**src/rtl/mcu_block_sequencer_if.sv**
```systemverilog
// Block handshake plus the tag bundle describing the block about to be accepted.
interface mcu_block_sequencer_if #(
    parameter int unsigned DIM_W = 16,
    parameter int unsigned QID_W = 2
);
    logic             blk_valid;
    logic             blk_ready;
    logic [1:0]       tag_comp;
    logic [QID_W-1:0] tag_qid;
    logic [DIM_W-1:0] tag_blk_x;
    logic [DIM_W-1:0] tag_blk_y;
    logic [DIM_W-1:0] tag_mcu_x;
    logic [DIM_W-1:0] tag_mcu_y;
    logic             tag_dummy;
    logic             tag_last_in_mcu;

    modport master (
        input  blk_valid,
        output blk_ready, tag_comp, tag_qid, tag_blk_x, tag_blk_y,
               tag_mcu_x, tag_mcu_y, tag_dummy, tag_last_in_mcu
    );

    modport slave (
        output blk_valid,
        input  blk_ready, tag_comp, tag_qid, tag_blk_x, tag_blk_y,
               tag_mcu_x, tag_mcu_y, tag_dummy, tag_last_in_mcu
    );
endinterface

```
**src/rtl/mcu_block_sequencer.sv**
```systemverilog
// Block-order and tag generator: derives MCU geometry from the scan configuration
// and emits per-block component, quant id, coordinates, padding and end-of-MCU flags.
module mcu_block_sequencer #(
    parameter int unsigned MAX_COMP = 3,
    parameter int unsigned DIM_W    = 16,
    parameter int unsigned QID_W    = 2,
    parameter int unsigned MAX_BLK  = 10
) (
    input  logic                      clk,
    input  logic                      rst,
    input  logic                      start_scan,
    input  logic [DIM_W-1:0]          img_width,
    input  logic [DIM_W-1:0]          img_height,
    input  logic [1:0]                num_comp,
    input  logic [3*MAX_COMP-1:0]     comp_h_samp_flat,
    input  logic [3*MAX_COMP-1:0]     comp_v_samp_flat,
    input  logic [QID_W*MAX_COMP-1:0] comp_qid_flat,
    mcu_block_sequencer_if.master     blk,
    output logic                      scan_done,
    output logic                      cfg_error
);
    localparam int unsigned EW = DIM_W + 3;

    typedef enum logic [2:0] {IDLE, CALC1, CALC2, RUN, DONE, ERROR} state_t;
    state_t state;

    logic [DIM_W-1:0] cfg_w, cfg_h;
    logic [1:0]       cfg_n;
    logic [2:0]       h_raw [MAX_COMP];
    logic [2:0]       v_raw [MAX_COMP];
    logic [QID_W-1:0] qid   [MAX_COMP];
    logic [1:0]       lh    [MAX_COMP];
    logic [1:0]       lv    [MAX_COMP];
    logic [1:0]       lhm, lvm;
    logic [DIM_W-1:0] mcus_x, mcus_y;
    logic [DIM_W-1:0] lim_x [MAX_COMP];
    logic [DIM_W-1:0] lim_y [MAX_COMP];

    logic [1:0]       cur_comp, sub_x, sub_y;
    logic [DIM_W-1:0] mcu_x, mcu_y;

    logic             ready_q, t_dummy, t_last;
    logic [1:0]       t_comp;
    logic [QID_W-1:0] t_qid;
    logic [DIM_W-1:0] t_bx, t_by, t_mx, t_my;

    logic             err_c;
    logic [1:0]       lh_c [MAX_COMP];
    logic [1:0]       lv_c [MAX_COMP];
    logic [1:0]       lhm_c, lvm_c;
    logic [5:0]       sum_c;
    logic [EW-1:0]    pw, ph;
    logic [DIM_W-1:0] mcus_x_c, mcus_y_c;
    logic [DIM_W-1:0] lim_x_c [MAX_COMP];
    logic [DIM_W-1:0] lim_y_c [MAX_COMP];

    logic             lsx, lsy, lcomp, lmx, lmy, scan_end;
    logic [1:0]       nx_comp, nx_sx, nx_sy, s_comp, s_sx, s_sy;
    logic [DIM_W-1:0] nx_mx, nx_my, s_mx, s_my, n_bx, n_by, use_lx, use_ly;
    logic             n_dummy, n_last;

    always_comb begin
        err_c = (cfg_n == 2'd0) || (32'(cfg_n) > MAX_COMP);
        lhm_c = '0;
        lvm_c = '0;
        sum_c = '0;
        for (int unsigned c = 0; c < MAX_COMP; c++) begin
            lh_c[c] = '0;
            lv_c[c] = '0;
            if (c < 32'(cfg_n)) begin
                case (h_raw[c])
                    3'd1:    lh_c[c] = 2'd0;
                    3'd2:    lh_c[c] = 2'd1;
                    3'd4:    lh_c[c] = 2'd2;
                    default: err_c = 1'b1;
                endcase
                case (v_raw[c])
                    3'd1:    lv_c[c] = 2'd0;
                    3'd2:    lv_c[c] = 2'd1;
                    3'd4:    lv_c[c] = 2'd2;
                    default: err_c = 1'b1;
                endcase
                if (lh_c[c] > lhm_c) lhm_c = lh_c[c];
                if (lv_c[c] > lvm_c) lvm_c = lv_c[c];
                sum_c = sum_c + (6'd1 << ({1'b0, lh_c[c]} + {1'b0, lv_c[c]}));
            end
        end
        if (cfg_n > 2'd1 && 32'(sum_c) > MAX_BLK) err_c = 1'b1;
        // A single-component scan is one block per MCU whatever its sampling factors
        if (cfg_n == 2'd1) begin
            lh_c[0] = '0;
            lv_c[0] = '0;
            lhm_c   = '0;
            lvm_c   = '0;
        end

        mcus_x_c = DIM_W'(({3'b000, cfg_w} + (EW'(8) << lhm) - EW'(1)) >> (32'd3 + 32'(lhm)));
        mcus_y_c = DIM_W'(({3'b000, cfg_h} + (EW'(8) << lvm) - EW'(1)) >> (32'd3 + 32'(lvm)));
        pw = '0;
        ph = '0;
        for (int unsigned c = 0; c < MAX_COMP; c++) begin
            pw = (({3'b000, cfg_w} << lh[c]) + (EW'(1) << lhm) - EW'(1)) >> lhm;
            ph = (({3'b000, cfg_h} << lv[c]) + (EW'(1) << lvm) - EW'(1)) >> lvm;
            lim_x_c[c] = DIM_W'((pw + EW'(7)) >> 3);
            lim_y_c[c] = DIM_W'((ph + EW'(7)) >> 3);
        end

        lsx      = sub_x == 2'((3'd1 << lh[cur_comp]) - 3'd1);
        lsy      = sub_y == 2'((3'd1 << lv[cur_comp]) - 3'd1);
        lcomp    = cur_comp == cfg_n - 2'd1;
        lmx      = mcu_x == mcus_x - DIM_W'(1);
        lmy      = mcu_y == mcus_y - DIM_W'(1);
        scan_end = lsx && lsy && lcomp && lmx && lmy;
        nx_comp  = cur_comp;
        nx_sx    = '0;
        nx_sy    = sub_y;
        nx_mx    = mcu_x;
        nx_my    = mcu_y;
        if (!lsx) begin
            nx_sx = sub_x + 2'd1;
        end else if (!lsy) begin
            nx_sy = sub_y + 2'd1;
        end else if (!lcomp) begin
            nx_sy   = '0;
            nx_comp = cur_comp + 2'd1;
        end else begin
            nx_sy   = '0;
            nx_comp = '0;
            if (!lmx) begin
                nx_mx = mcu_x + DIM_W'(1);
            end else begin
                nx_mx = '0;
                nx_my = mcu_y + DIM_W'(1);
            end
        end

        // Tags are computed for the position being loaded, so they are ready the cycle after
        s_comp = '0;
        s_sx   = '0;
        s_sy   = '0;
        s_mx   = '0;
        s_my   = '0;
        if (state == RUN) begin
            s_comp = nx_comp;
            s_sx   = nx_sx;
            s_sy   = nx_sy;
            s_mx   = nx_mx;
            s_my   = nx_my;
        end
        use_lx  = (state == CALC2) ? lim_x_c[s_comp] : lim_x[s_comp];
        use_ly  = (state == CALC2) ? lim_y_c[s_comp] : lim_y[s_comp];
        n_bx    = (s_mx << lh[s_comp]) + DIM_W'(s_sx);
        n_by    = (s_my << lv[s_comp]) + DIM_W'(s_sy);
        n_dummy = (n_bx >= use_lx) || (n_by >= use_ly);
        n_last  = (s_sx == 2'((3'd1 << lh[s_comp]) - 3'd1)) &&
                  (s_sy == 2'((3'd1 << lv[s_comp]) - 3'd1)) &&
                  (s_comp == cfg_n - 2'd1);
    end

    always_ff @(posedge clk) begin
        if (rst) begin
            state     <= IDLE;
            cfg_w     <= '0;
            cfg_h     <= '0;
            cfg_n     <= '0;
            lhm       <= '0;
            lvm       <= '0;
            mcus_x    <= '0;
            mcus_y    <= '0;
            for (int unsigned c = 0; c < MAX_COMP; c++) begin
                h_raw[c] <= '0;
                v_raw[c] <= '0;
                qid[c]   <= '0;
                lh[c]    <= '0;
                lv[c]    <= '0;
                lim_x[c] <= '0;
                lim_y[c] <= '0;
            end
            cur_comp  <= '0;
            sub_x     <= '0;
            sub_y     <= '0;
            mcu_x     <= '0;
            mcu_y     <= '0;
            ready_q   <= 1'b0;
            t_comp    <= '0;
            t_qid     <= '0;
            t_bx      <= '0;
            t_by      <= '0;
            t_mx      <= '0;
            t_my      <= '0;
            t_dummy   <= 1'b0;
            t_last    <= 1'b0;
            scan_done <= 1'b0;
            cfg_error <= 1'b0;
        end else if (start_scan) begin
            state <= CALC1;
            cfg_w <= img_width;
            cfg_h <= img_height;
            cfg_n <= num_comp;
            for (int unsigned c = 0; c < MAX_COMP; c++) begin
                h_raw[c] <= comp_h_samp_flat[3*c +: 3];
                v_raw[c] <= comp_v_samp_flat[3*c +: 3];
                qid[c]   <= comp_qid_flat[QID_W*c +: QID_W];
            end
            cur_comp  <= '0;
            sub_x     <= '0;
            sub_y     <= '0;
            mcu_x     <= '0;
            mcu_y     <= '0;
            ready_q   <= 1'b0;
            scan_done <= 1'b0;
            cfg_error <= 1'b0;
        end else begin
            case (state)
                CALC1: begin
                    for (int unsigned c = 0; c < MAX_COMP; c++) begin
                        lh[c] <= lh_c[c];
                        lv[c] <= lv_c[c];
                    end
                    lhm <= lhm_c;
                    lvm <= lvm_c;
                    if (err_c) begin
                        cfg_error <= 1'b1;
                        state     <= ERROR;
                    end else begin
                        state <= CALC2;
                    end
                end
                CALC2: begin
                    mcus_x <= mcus_x_c;
                    mcus_y <= mcus_y_c;
                    for (int unsigned c = 0; c < MAX_COMP; c++) begin
                        lim_x[c] <= lim_x_c[c];
                        lim_y[c] <= lim_y_c[c];
                    end
                    t_comp  <= s_comp;
                    t_qid   <= qid[s_comp];
                    t_bx    <= n_bx;
                    t_by    <= n_by;
                    t_mx    <= s_mx;
                    t_my    <= s_my;
                    t_dummy <= n_dummy;
                    t_last  <= n_last;
                    ready_q <= 1'b1;
                    state   <= RUN;
                end
                RUN: begin
                    if (blk.blk_valid) begin
                        if (scan_end) begin
                            state     <= DONE;
                            scan_done <= 1'b1;
                            ready_q   <= 1'b0;
                        end else begin
                            cur_comp <= s_comp;
                            sub_x    <= s_sx;
                            sub_y    <= s_sy;
                            mcu_x    <= s_mx;
                            mcu_y    <= s_my;
                            t_comp   <= s_comp;
                            t_qid    <= qid[s_comp];
                            t_bx     <= n_bx;
                            t_by     <= n_by;
                            t_mx     <= s_mx;
                            t_my     <= s_my;
                            t_dummy  <= n_dummy;
                            t_last   <= n_last;
                        end
                    end
                end
                default: ;
            endcase
        end
    end

    assign blk.blk_ready       = ready_q;
    assign blk.tag_comp        = t_comp;
    assign blk.tag_qid         = t_qid;
    assign blk.tag_blk_x       = t_bx;
    assign blk.tag_blk_y       = t_by;
    assign blk.tag_mcu_x       = t_mx;
    assign blk.tag_mcu_y       = t_my;
    assign blk.tag_dummy       = t_dummy;
    assign blk.tag_last_in_mcu = t_last;
endmodule

```
**src/flat_wrapper.sv**
```systemverilog
// flat-port wrapper written by rule: the top's interface ports become plain ports
module mcu_block_sequencer_flat 
#(
    parameter int unsigned MAX_COMP = 3,
    parameter int unsigned DIM_W    = 16,
    parameter int unsigned QID_W    = 2,
    parameter int unsigned MAX_BLK  = 10
)
  (clk, rst, start_scan, img_width, img_height, num_comp, comp_h_samp_flat, comp_v_samp_flat, comp_qid_flat, scan_done, cfg_error, blk_blk_valid, blk_blk_ready, blk_tag_comp, blk_tag_qid, blk_tag_blk_x, blk_tag_blk_y, blk_tag_mcu_x, blk_tag_mcu_y, blk_tag_dummy, blk_tag_last_in_mcu);
  mcu_block_sequencer_if #(.DIM_W(DIM_W), .QID_W(QID_W)) blk_i ();
  input  logic clk;
  input  logic rst;
  input  logic start_scan;
  input  logic [DIM_W-1:0] img_width;
  input  logic [DIM_W-1:0] img_height;
  input  logic [1:0] num_comp;
  input  logic [3*MAX_COMP-1:0] comp_h_samp_flat;
  input  logic [3*MAX_COMP-1:0] comp_v_samp_flat;
  input  logic [QID_W*MAX_COMP-1:0] comp_qid_flat;
  output logic scan_done;
  output logic cfg_error;
  input wire logic [$bits(blk_i.blk_valid)-1:0] blk_blk_valid;
  output wire logic [$bits(blk_i.blk_ready)-1:0] blk_blk_ready;
  output wire logic [$bits(blk_i.tag_comp)-1:0] blk_tag_comp;
  output wire logic [$bits(blk_i.tag_qid)-1:0] blk_tag_qid;
  output wire logic [$bits(blk_i.tag_blk_x)-1:0] blk_tag_blk_x;
  output wire logic [$bits(blk_i.tag_blk_y)-1:0] blk_tag_blk_y;
  output wire logic [$bits(blk_i.tag_mcu_x)-1:0] blk_tag_mcu_x;
  output wire logic [$bits(blk_i.tag_mcu_y)-1:0] blk_tag_mcu_y;
  output wire logic [$bits(blk_i.tag_dummy)-1:0] blk_tag_dummy;
  output wire logic [$bits(blk_i.tag_last_in_mcu)-1:0] blk_tag_last_in_mcu;
  assign blk_i.blk_valid = blk_blk_valid;
  assign blk_blk_ready = blk_i.blk_ready;
  assign blk_tag_comp = blk_i.tag_comp;
  assign blk_tag_qid = blk_i.tag_qid;
  assign blk_tag_blk_x = blk_i.tag_blk_x;
  assign blk_tag_blk_y = blk_i.tag_blk_y;
  assign blk_tag_mcu_x = blk_i.tag_mcu_x;
  assign blk_tag_mcu_y = blk_i.tag_mcu_y;
  assign blk_tag_dummy = blk_i.tag_dummy;
  assign blk_tag_last_in_mcu = blk_i.tag_last_in_mcu;
  mcu_block_sequencer #(.MAX_COMP(MAX_COMP), .DIM_W(DIM_W), .QID_W(QID_W), .MAX_BLK(MAX_BLK)) u_core (.clk(clk), .rst(rst), .start_scan(start_scan), .img_width(img_width), .img_height(img_height), .num_comp(num_comp), .comp_h_samp_flat(comp_h_samp_flat), .comp_v_samp_flat(comp_v_samp_flat), .comp_qid_flat(comp_qid_flat), .blk(blk_i), .scan_done(scan_done), .cfg_error(cfg_error));
endmodule
```
**config.mk**
```make
export PLATFORM = sky130hd
export DESIGN_NAME = mcu_block_sequencer_flat
export DESIGN_NICKNAME = d
export VERILOG_FILES = /design/src/rtl/mcu_block_sequencer_if.sv /design/src/rtl/mcu_block_sequencer.sv /design/src/flat_wrapper.sv
export SDC_FILE = /design/constraint.sdc
export NUM_CORES = 2
export LEC_CHECK = 0
export CORE_AREA = 3 3 276 278
export CTS_BUF_LIST = sky130_fd_sc_hd__clkbuf_2 sky130_fd_sc_hd__clkbuf_4 sky130_fd_sc_hd__clkbuf_8
export CTS_CLUSTER_SIZE = 8
export DETAILED_ROUTE_END_ITERATION = 10
export DIE_AREA = 0 0 279 281
export PLACE_DENSITY_LB_ADDON = 0.12
export SETUP_SLACK_MARGIN = 0.05
export SYNTH_ARGS = -nofsm -noshare
export SYNTH_HDL_FRONTEND = slang
export SYNTH_SLANG_ARGS = --single-unit
```
**constraint.sdc**
```tcl
create_clock -name clk -period 10.7 [get_ports clk]
set_input_delay 1.07 -clock clk [delete_from_list [all_inputs] [get_ports clk]]
set_output_delay 1.07 -clock clk [all_outputs]
set_load 0.1 [all_outputs]
```
# == Word-level counts from Yosys, hierarchy flattened ==
# Memories as Yosys holds them, arrays and structs flattened. A register that Yosys moved wholly into a read port is not among the register bits.
# Index checks and enable logic that the tools add are counted.
# totals
input_bits,62
ram_bits,132
register_bits,184
mem_count,7
wordCells,347
# op_classes
addsub,43
order_cmp,14
reduce_logical,28
shifts,27
mux,144
n_bitwise,24
n_eq_ne,35
# mem_list
name,depth,width,read_ports,rd_ports_with_merged_regs,write_ports,line,text
u_core.lim_x,3,16,1,0,3,mcu_block_sequencer.sv:36,logic [DIM_W-1:0] lim_x [MAX_COMP];
u_core.lim_y,3,16,1,0,3,mcu_block_sequencer.sv:37,logic [DIM_W-1:0] lim_y [MAX_COMP];
u_core.h_raw,3,3,3,0,3,mcu_block_sequencer.sv:29,logic [2:0] h_raw [MAX_COMP];
u_core.v_raw,3,3,3,0,3,mcu_block_sequencer.sv:30,logic [2:0] v_raw [MAX_COMP];
u_core.lh,3,2,5,1,3,mcu_block_sequencer.sv:32,logic [1:0] lh [MAX_COMP];
u_core.lv,3,2,5,1,3,mcu_block_sequencer.sv:33,logic [1:0] lv [MAX_COMP];
1 more memories,--,--,--,--,--,--,
# ops
op,count
two-way mux 16 bit,30
"subtractor 19 x 1 -> 19 bit, second input constant",8
case mux 16 bit (2 select lines),4
adder 19 bit,6
"adder 19 x 3 -> 19 bit, second input constant",6
<< shifter 16 x 2 -> 19 bit,6
>> shifter 19 x 2 -> 19 bit,6
two-way mux 2 bit,54
binary-select mux 16 bit (select 2 bit),2
>> shifter 19 x 32 -> 16 bit,2
adder 16 x 19 -> 19 bit,2
"<< shifter 1 x 2 -> 19 bit, first input constant",2
"<< shifter 4 x 2 -> 19 bit, first input constant",2
"adder 16 x 1 -> 16 bit, second input constant",2
adder 16 x 2 -> 16 bit,2
== test 16 bit,2
>= comparator 16 bit,2
case mux 2 bit (2 select lines),8
<< shifter 16 x 2 -> 16 bit,2
"subtractor 16 x 1 -> 16 bit, second input constant",2
two-way mux 1 bit,30
two-way mux 3 bit,9
"== test 3 x 2 -> 1 bit, second input constant",8
"== test 3 x 1 -> 1 bit, second input constant",7
37 further kinds,111

# == Depth between registers and ports, before layout ==
# An unclocked memory read counts as a cell.
# depth
word_depth,17
mapped_depth,40
ltp_nobuf,37

# == Worst setup path before layout ==
# OpenSTA, ideal clock, no wires.
# synth_timing
path_kind,reg-to-reg
startpoint,register u_core.lvm[1]
endpoint,register u_core.t_dummy (netlist: u_core.blk.tag_dummy)
path_buffers,4
arrival_ns,6.521
path_stages_with_launch,33
path_slack_ns,4.047
setup_ns,0.132
required_time_ns,10.568
synth_period_minus_slack_ns,6.653
path_cell_list,dfxtp_1 -> clkbuf_1 -> clkbuf_1 -> clkbuf_1 -> buf_1 -> nor2_1 -> inv_1 -> ha_1 -> inv_1 -> ha_1 -> inv_1 -> fa_1 -> nor2b_1 -> o21ai_0 -> a21boi_0 -> o21a_1 -> o21ai_0 -> a31oi_1 -> or3_1 -> a2111oi_2 -> nand3_1 -> a2111oi_1 -> o2111ai_1 -> nor4_1 -> nand2_1 -> xnor2_1 -> a21oi_1 -> ha_1 -> a21o_1 -> a211oi_1 -> nand3_1 -> nor3_1 -> nor3_1
# synth_between
elab_chain_len,14
# synth_rtl
item,line,text
start: declaration,mcu_block_sequencer.sv:34,"logic [1:0] lhm, lvm;"
start signal: assignment,mcu_block_sequencer.sv:221,lvm <= lvm_c;
<< shifter 1 x 2 -> 19 bit,mcu_block_sequencer.sv:103,"ph = (({3'b000, cfg_h} << lv[c]) + (EW'(1) << lvm) - EW'(1)) >> lvm;"
adder 19 bit,mcu_block_sequencer.sv:103,
subtractor 19 x 1 -> 19 bit,mcu_block_sequencer.sv:103,
>> shifter 19 x 2 -> 19 bit,mcu_block_sequencer.sv:103,
adder 19 x 3 -> 19 bit,mcu_block_sequencer.sv:105,lim_y_c[c] = DIM_W'((ph + EW'(7)) >> 3);
binary-select mux 16 bit (select 2 bit) *,mcu_block_sequencer.sv:151,use_ly = (state == CALC2) ? lim_y_c[s_comp] : lim_y[s_comp];
two-way mux 16 bit (not written as such) * (2 in a row),mcu_block_sequencer.sv:151,
two-way mux 16 bit *,mcu_block_sequencer.sv:151,
>= comparator 16 bit *,mcu_block_sequencer.sv:154,n_dummy = (n_bx >= use_lx) || (n_by >= use_ly);
logical OR 1 bit *,mcu_block_sequencer.sv:154,
two-way mux 1 bit,mcu_block_sequencer.sv:249,if (scan_end) begin
two-way mux 1 bit,mcu_block_sequencer.sv:248,if (blk.blk_valid) begin
case mux 1 bit (2 select lines) *,mcu_block_sequencer.sv:214,case (state)
end signal: assignment,mcu_block_sequencer.sv:242,t_dummy <= n_dummy;
end signal: assignment,mcu_block_sequencer.sv:265,t_dummy <= n_dummy;
end: declaration,mcu_block_sequencer.sv:42,"logic ready_q, t_dummy, t_last;"
# Every way passes the cells marked *; elsewhere a longest branch is shown, timed or not. The select of a mux whose other input is x is not followed.
# A chain may end at the register's enable or synchronous reset.

# == Final worst setup path ==
# layout_timing
startpoint,register u_core.lvm[0]
endpoint,register u_core.t_dummy (netlist: u_core.blk.tag_dummy)
# Same word-level chain as after synthesis.

==> results.md <==
* Synth warn at 0
* MaxCap Viol Count at 0
* Synthesized netlist cell count at 4522
* Clk_lat worst skew at 0.69 ns
* Post-cts hold buffer count at 0
* Final Hold Vio Count at 0
* Tot Pwr at 4.54 mW
* Unrepaired setup endpoints after global routing: false
* Place WS at 3.00 ns
* Num CTS Buffers at 58
* Seq/Total Area, Yosys at 23.2%
* H-tree Lvls at 2
* Clock Skews at 0.0243 ns
* Vias per std cell at 5.84
* Die area at 78400 um2
* Detailed-route wire length at 109000 um
* Status: completed
* Area leader, netlist: edfxtp_1
* Die height at 281 um
* First-pass DRT Iterations at 5
* Initial Util at 44.7%
* Count leader, synth: nand2_1
* FF+latch count, synth at 318
* Post-DP Area at 35200 um2
* Starting DRC count in detailed routing at 2718
* Placed cell count at 5415
* Port bufs at 134
* Worst Path Max Fanout at 51
* Post-synthesis cell type count at 103
* Critical path type: reg -> reg
* CTS tree: yes
* Area grow syn2layout at 9.66%
* Total leakage power at 14.9 nW
* Clock Tree Root: clkbuf_8
* Syn Area/Cell at 7.34 um2
* Grt ovf at 0
* Worst min-delay path class: reg -> reg
* Final Non-Filler Cells at 5524
* Hold_ws at 0.454 ns
* First-pass GRT wire length at 169000 um
* Yosys top cell area share at 11.9%
* Clk sinks at 318
* Die width at 279 um
* Slowest CP cell: a2111oi_2
* I/O pins at 135
* CTS resizes at 0
* Fmax at 0.128 GHz
* Measured slew at the worst slew-check pin at 1.15 ns
* Average wire per standard cell at 19.7 um
* Pwr per Cell Area at 125 nW/um2
* Post-synthesis cell area at 33200 um2
* Design Area, Final at 36400 um2
* Share of layout cells above drive strength 1 at 6.98%
* Synth async-reset ratio at 0%
* Largest net degree at the start of global routing at 82
* Worst setup SP type: flip-flop
* Max IR drop VDD at 0.0911 mV
* Initial antenna violation count at 1
* Nets at 4815
* Core area at 74200 um2
* # Post-CTS Setup Buffers at 0
* PnR worst setup slack at 2.90 ns
* Overall fraction of global-route tracks in use at 27.1%
* Setup crit end kind: flip-flop
* Crit path time final at 7.80 ns
* Final setup viols at 0
* Post-Syn Nets at 4831
* Post-route ant nets at 0
* Post-synth EDFFs at 132
* Dominant synthesized flop cell: dfxtp_1
* Max Root-Sink Buffers at 3
* Setup TNS at 0 ns
* Worst slew margin at 23.2%
* Top post-synthesis cells by count: 626 x nand2_1, 499 x nor2_1, 304 x inv_1
* Slew Limit Fails at 0
* Worst-path clk slew at 0.07 ns
* Post-route clock period utilization at 72.9%
* DR vias at 32.3k
* CP Data Arrival Time at 8.35 ns
* Routability cong. at 0.951
* DRC at 0
* Final Util at 49.0%
* Vias in the first global route at 29.0k
* Max incr delay on CP at 0.73 ns
* Worst endpoint required time at 11.25 ns
* FP Rows at 100
* Hpwl dp at 82200 um
* Top post-synthesis cells by area: edfxtp_1 12%, dfxtp_1 11%, ha_1 8.8%
==> state kept, by name, indices dropped and copies added, names as in the netlist, 6 cells and up, named ones only <==
| name | cells |
|---|---|
| u_core.blk.tag_mcu_x | 16 |
| u_core.qid | 6 |
| u_core.blk.tag_blk_x | 16 |
| u_core.lim_x | 48 |
| u_core.lh | 6 |
| u_core.lim_y | 48 |
| u_core.mcu_y | 16 |
| u_core.lv | 6 |
| u_core.mcu_x | 16 |
| u_core.mcus_x | 16 |
| u_core.mcus_y | 16 |
| u_core.blk.tag_mcu_y | 16 |
| u_core.blk.tag_blk_y | 16 |
| u_core.h_raw | 9 |
| u_core.cfg_w | 16 |
| u_core.v_raw | 9 |
| u_core.cfg_h | 16 |
==> final cells by class <==
class | count | area [um2]
Fill cell | 7540 | 37800
Multi-Input combinational cell | 3631 | 23400
Sequential cell | 318 | 7690
Timing Repair Buffer | 189 | 1750
Tap cell | 969 | 1210
Inverter | 308 | 1160
Clock buffer | 87 | 1050
Clock inverter | 21 | 148
Antenna cell | 1 | 2.50
==> worst max-delay path: cells and delay by family, from the launching register on <==
kind | cells | cell delay (ns)
AOI/OAI and AO/OA | 9 | 2.81
and+or+nand+nor | 8 | 1.83
adders and majority gates | 3 | 0.88
buffers and inverters | 4 | 0.84
DFF | 1 | 0.67
xor gates and xnor gates | 2 | 0.32
muxes | 1 | 0.31
==> where the power goes <==
group | total [mW] | leakage, nW | internal, mW | switching [mW]
logic | 1.98 | 11.4 | 0.777 | 1.20
registers | 1.34 | 2.88 | 1.29 | 0.0428
clock network | 1.23 | 0.640 | 0.657 | 0.571
==> cells by family after synthesis <==
| kind of cell | synth area share [%] |
|---|---|
| AOI/OAI and AO/OA | 22.4 |
| xor gates and xnor gates | 6.81 |
| adders and majority gates | 9.61 |
| buffers and inverters | 6.58 |
| DFF | 23.2 |
| muxes | 6.76 |
| and+or+nand+nor | 24.7 |
==> worst paths after layout <==
check | cells after the start | end | from | slack, ns
max | 27 | u_core.blk.tag_dummy | u_core.lvm[0] | 2.90
min | 2 | u_core.blk.tag_mcu_y[10] | u_core.blk.tag_mcu_y[10] | 0.45
max reg2reg | 27 | u_core.blk.tag_dummy | u_core.lvm[0] | 2.90
min reg2reg | 2 | u_core.blk.tag_mcu_y[10] | u_core.blk.tag_mcu_y[10] | 0.45
==> placed cells by master (no fill, tap or decap), types with 60 or more instances in the layout <==
cell type,synthesis,routed
nand2_1,626,625
nor3_1,120,120
mux2i_1,171,171
a21o_1,68,68
and2_1,66,66
a211oi_1,63,62
dfxtp_1,186,182
a21oi_1,299,297
nor2_1,499,496
clkdlybuf4s50_1,0,132
ha_1,234,234
a31oi_1,60,60
inv_1,304,300
xor2_1,105,105
clkbuf_8,0,64
o21ai_0,281,280
or2_2,64,64
edfxtp_1,132,132
xnor2_1,153,153
nand3_1,105,105
==> per-layer routing <==
layer  vias up  share of wire [%]  GRT usage, %
met3       133                6.3          3.06
met1     15200                 48          39.5
met2       963                 43          42.4
met4         0                2.5          7.18
met5         -                  0             0
li1      16000                  -             -
Power figures use the tool's default switching activity.
==> edit, RTL diff (config.mk and constraints unchanged) <==
Put one more register stage on the output `cfg_error`, cleared by the reset. The value now appears one clock later. The other outputs are not delayed to match.
--- a/src/rtl/mcu_block_sequencer.sv
+++ b/src/rtl/mcu_block_sequencer.sv
@@ -22,6 +22,8 @@
     localparam int unsigned EW = DIM_W + 3;
 
     typedef enum logic [2:0] {IDLE, CALC1, CALC2, RUN, DONE, ERROR} state_t;
+
+    logic cfg_error_s0;
     state_t state;
 
     logic [DIM_W-1:0] cfg_w, cfg_h;
@@ -191,7 +193,7 @@
             t_dummy   <= 1'b0;
             t_last    <= 1'b0;
             scan_done <= 1'b0;
-            cfg_error <= 1'b0;
+            cfg_error_s0 <= 1'b0;
         end else if (start_scan) begin
             state <= CALC1;
             cfg_w <= img_width;
@@ -209,7 +211,7 @@
             mcu_y     <= '0;
             ready_q   <= 1'b0;
             scan_done <= 1'b0;
-            cfg_error <= 1'b0;
+            cfg_error_s0 <= 1'b0;
         end else begin
             case (state)
                 CALC1: begin
@@ -220,7 +222,7 @@
                     lhm <= lhm_c;
                     lvm <= lvm_c;
                     if (err_c) begin
-                        cfg_error <= 1'b1;
+                        cfg_error_s0 <= 1'b1;
                         state     <= ERROR;
                     end else begin
                         state <= CALC2;
@@ -281,5 +283,13 @@
     assign blk.tag_mcu_y       = t_my;
     assign blk.tag_dummy       = t_dummy;
     assign blk.tag_last_in_mcu = t_last;
+    always_ff @(posedge clk) begin
+        if (rst) begin
+            cfg_error <= '0;
+        end else begin
+            cfg_error <= cfg_error_s0;
+        end
+    end
+
 endmodule
 
Check against the original RTL: not settled (the Yosys comparison gave no result); the edit may change what the design does.
==> edit against the unedited design <==
Area after synthesis shrank 0.96%. Worst setup slack got worse by 0.38 ns. Utilization decreased by 0.14 points. Fmax decreased by 4.7%. Highest routed layer unchanged. Routed wire length down 3.8%. Global-route usage down 1.1 points. Sequential cell count up 1. Total power rose by 11%. Cell area fell by 0.28%.
==> edit: results (changes against the unedited design) <==
Global routing:
- The total track usage is 26.0% (-1.1 points).
- The number of global-route vias before repair is 28400 (-2.2%).
- The global-route wire length before repair is 164 mm (-3.5%).
- The largest net degree at the start of global routing came to 75 (-8.5%).

Place:
- The count of input and output buffers is 134 (unchanged).
- The final weighted congestion of routability-driven global placement came to 0.911 (-4.2%).
- The standard cell area after detailed placement is 34900 um2 (-0.93%).
- The post-DP HPWL is 79.6 mm (-3.1%).

Yosys:
- The share of synthesized area occupied by flip-flops and latches came to 23.5% (+0.29 points).
- The number of unique standard cell types used by synthesis came to 98 (-4.9%).
- Sorting the synthesized cells by area gives the leading types as sky130_fd_sc_hd__edfxtp_1, sky130_fd_sc_hd__dfxtp_1, sky130_fd_sc_hd__ha_1.
- After synthesis, the most frequently instantiated cells are sky130_fd_sc_hd__nand2_1, sky130_fd_sc_hd__nor2_1, sky130_fd_sc_hd__inv_1, sky130_fd_sc_hd__o21ai_0, sky130_fd_sc_hd__a21oi_1.

Power and ir drop:
- The static leakage is 0.0150 uW (+0.79%).
- The internal power was 3010 uW (+10%).
- The maximum ir drop on the vdd rail came to 0.0777 mV (-15%).

Status:
- The flow ran to the end, and the final reports show no timing, DRC or antenna violations.

STA:
- The final setup skew came to 0.0282 ns (+0.00390 ns).
- The relative slew slack is 14.3% (-8.9 points).

Route:
- The aggregate routed wire length is 105 mm (-3.8%).
- The DRC violation total after the first TritonRoute iteration was 2622 (-3.5%).
- The total vias in the final route came to 31500 (-2.5%).

Critical path:
- The delay of the slowest cell on the worst path was 0.91 ns (+0.18 ns).
- The length in cells of the worst reg-to-reg path is 25 (-7.4%).
- The cell with the largest stage delay on the worst path is sky130_fd_sc_hd__edfxtp_1.
- The largest fanout on the critical path was 46 (-9.8%).
- The launch point of the worst path is u_core.lh[1][0]$_SDFFCE_PP0P_.
- The signal arrival time at the worst endpoint is 8.73 ns (+0.38 ns).
- The register-to-register setup slack is 2.52 ns (-0.38 ns).

Clock tree:
- The clock slew at the register clock pins of the worst setup and hold paths was 0.07 ns (about the same).
- The hold-fix buffer count after cts is 0 (unchanged).
- The buffer depth of the longest clock path was 3 (unchanged).
- The total CTS buffers is 61 (+5.2%).
- The post-cts gate resize count is 0 (unchanged).

Final layout:
- The largest registers in the layout are u_core.lim_x x48, u_core.lim_y x48.
- The post-layout net count is 4731 (-1.7%).
- The fraction of final layout cells sized beyond drive strength 1 is 7.08% (+0.10 points).
edit: metrics by stage:
step / utilization (%) / setup WS, ns / cells / hold slack (ns)
6_report: 48.9 / 2.52 / 5445 / 0.449
3_5_place_dp: 47.0 / 2.68 / 5328 / 0.444
5_1_grt: 48.9 / 1.78 / 5445 / 0.469
4_1_cts: 48.9 / 2.63 / 5444 / 0.452
2_1_floorplan: - / 3.34 / 4440 / 0.417
3_3_place_gp: 47.0 / 2.78 / 5328 / 0.439
edit: kinds of logic (layout without fill, tap and decap cells):
kind of cell | after synthesis | after routing | share of synthesized area, %
compound gates | 1065 | 1065 | 20.7
xor+xnor | 279 | 279 | 7.44
fa+ha+maj | 248 | 248 | 9.73
buf+inv | 560 | 595 | 6.44
flops | 319 | 319 | 23.5
mux | 233 | 233 | 7.61
other cells | 0 | 1 | 0
simple gates | 1736 | 1736 | 24.6
edit: worst register-to-register path, delay by kind of cell (launching register included):
family	cells	cell delay [ns]
simple gates	7	2.08
compound gates	9	2.48
flops	1	0.91
fa+ha+maj	3	0.93
buf+inv	3	0.67
mux	3	0.97
edit: layer usage:
layer | wire length [um] | share of wire (%) | GRT usage, %
met5 | 0 | 0 | 0
met4 | 1570 | 1.5 | 5.04
met3 | 7830 | 7.5 | 4.08
met2 | 44100 | 42 | 39.5
met1 | 51500 | 49 | 38.8
edit: worst min path at each step:
stage / from / endpoint
5_1_grt: u_core.blk.tag_mcu_y[6]$_SDFFE_PP0P_ / u_core.blk.tag_mcu_y[6]$_SDFFE_PP0P_
3_5_place_dp: u_core.blk.tag_mcu_x[9]$_SDFFE_PP0P_ / u_core.blk.tag_mcu_x[9]$_SDFFE_PP0P_
2_1_floorplan: u_core.cfg_error_s0$_SDFFE_PP0P_ / u_core.cfg_error_s0$_SDFFE_PP0P_
3_3_place_gp: u_core.blk.tag_mcu_x[9]$_SDFFE_PP0P_ / u_core.blk.tag_mcu_x[9]$_SDFFE_PP0P_
6_report: u_core.blk.tag_mcu_x[9]$_SDFFE_PP0P_ / u_core.blk.tag_mcu_x[9]$_SDFFE_PP0P_
4_1_cts: u_core.blk.tag_mcu_x[9]$_SDFFE_PP0P_ / u_core.blk.tag_mcu_x[9]$_SDFFE_PP0P_
edit: power groups by stage:
stage / Combinational, uW / Clock (uW) / Sequential [uW]
final: 2260 / 1410 / 1380
after global routing: 2510 / 1490 / 1380
after CTS: 2240 / 1450 / 1380
after detailed placement: 2230 / 0 / 1400
after global placement: 2220 / 0 / 1400
after floorplan: 1720 / 0 / 1380
edit: area by class of cell:
cell class	instances	area, um2
antenna	1	2.50
clock buffer	86	1100
clock inverter	30	330
fill	7499	37900
inverter	297	1120
multi-input combinational	3561	23100
sequential	319	7710
tap	969	1210
timing repair buffer	182	1690
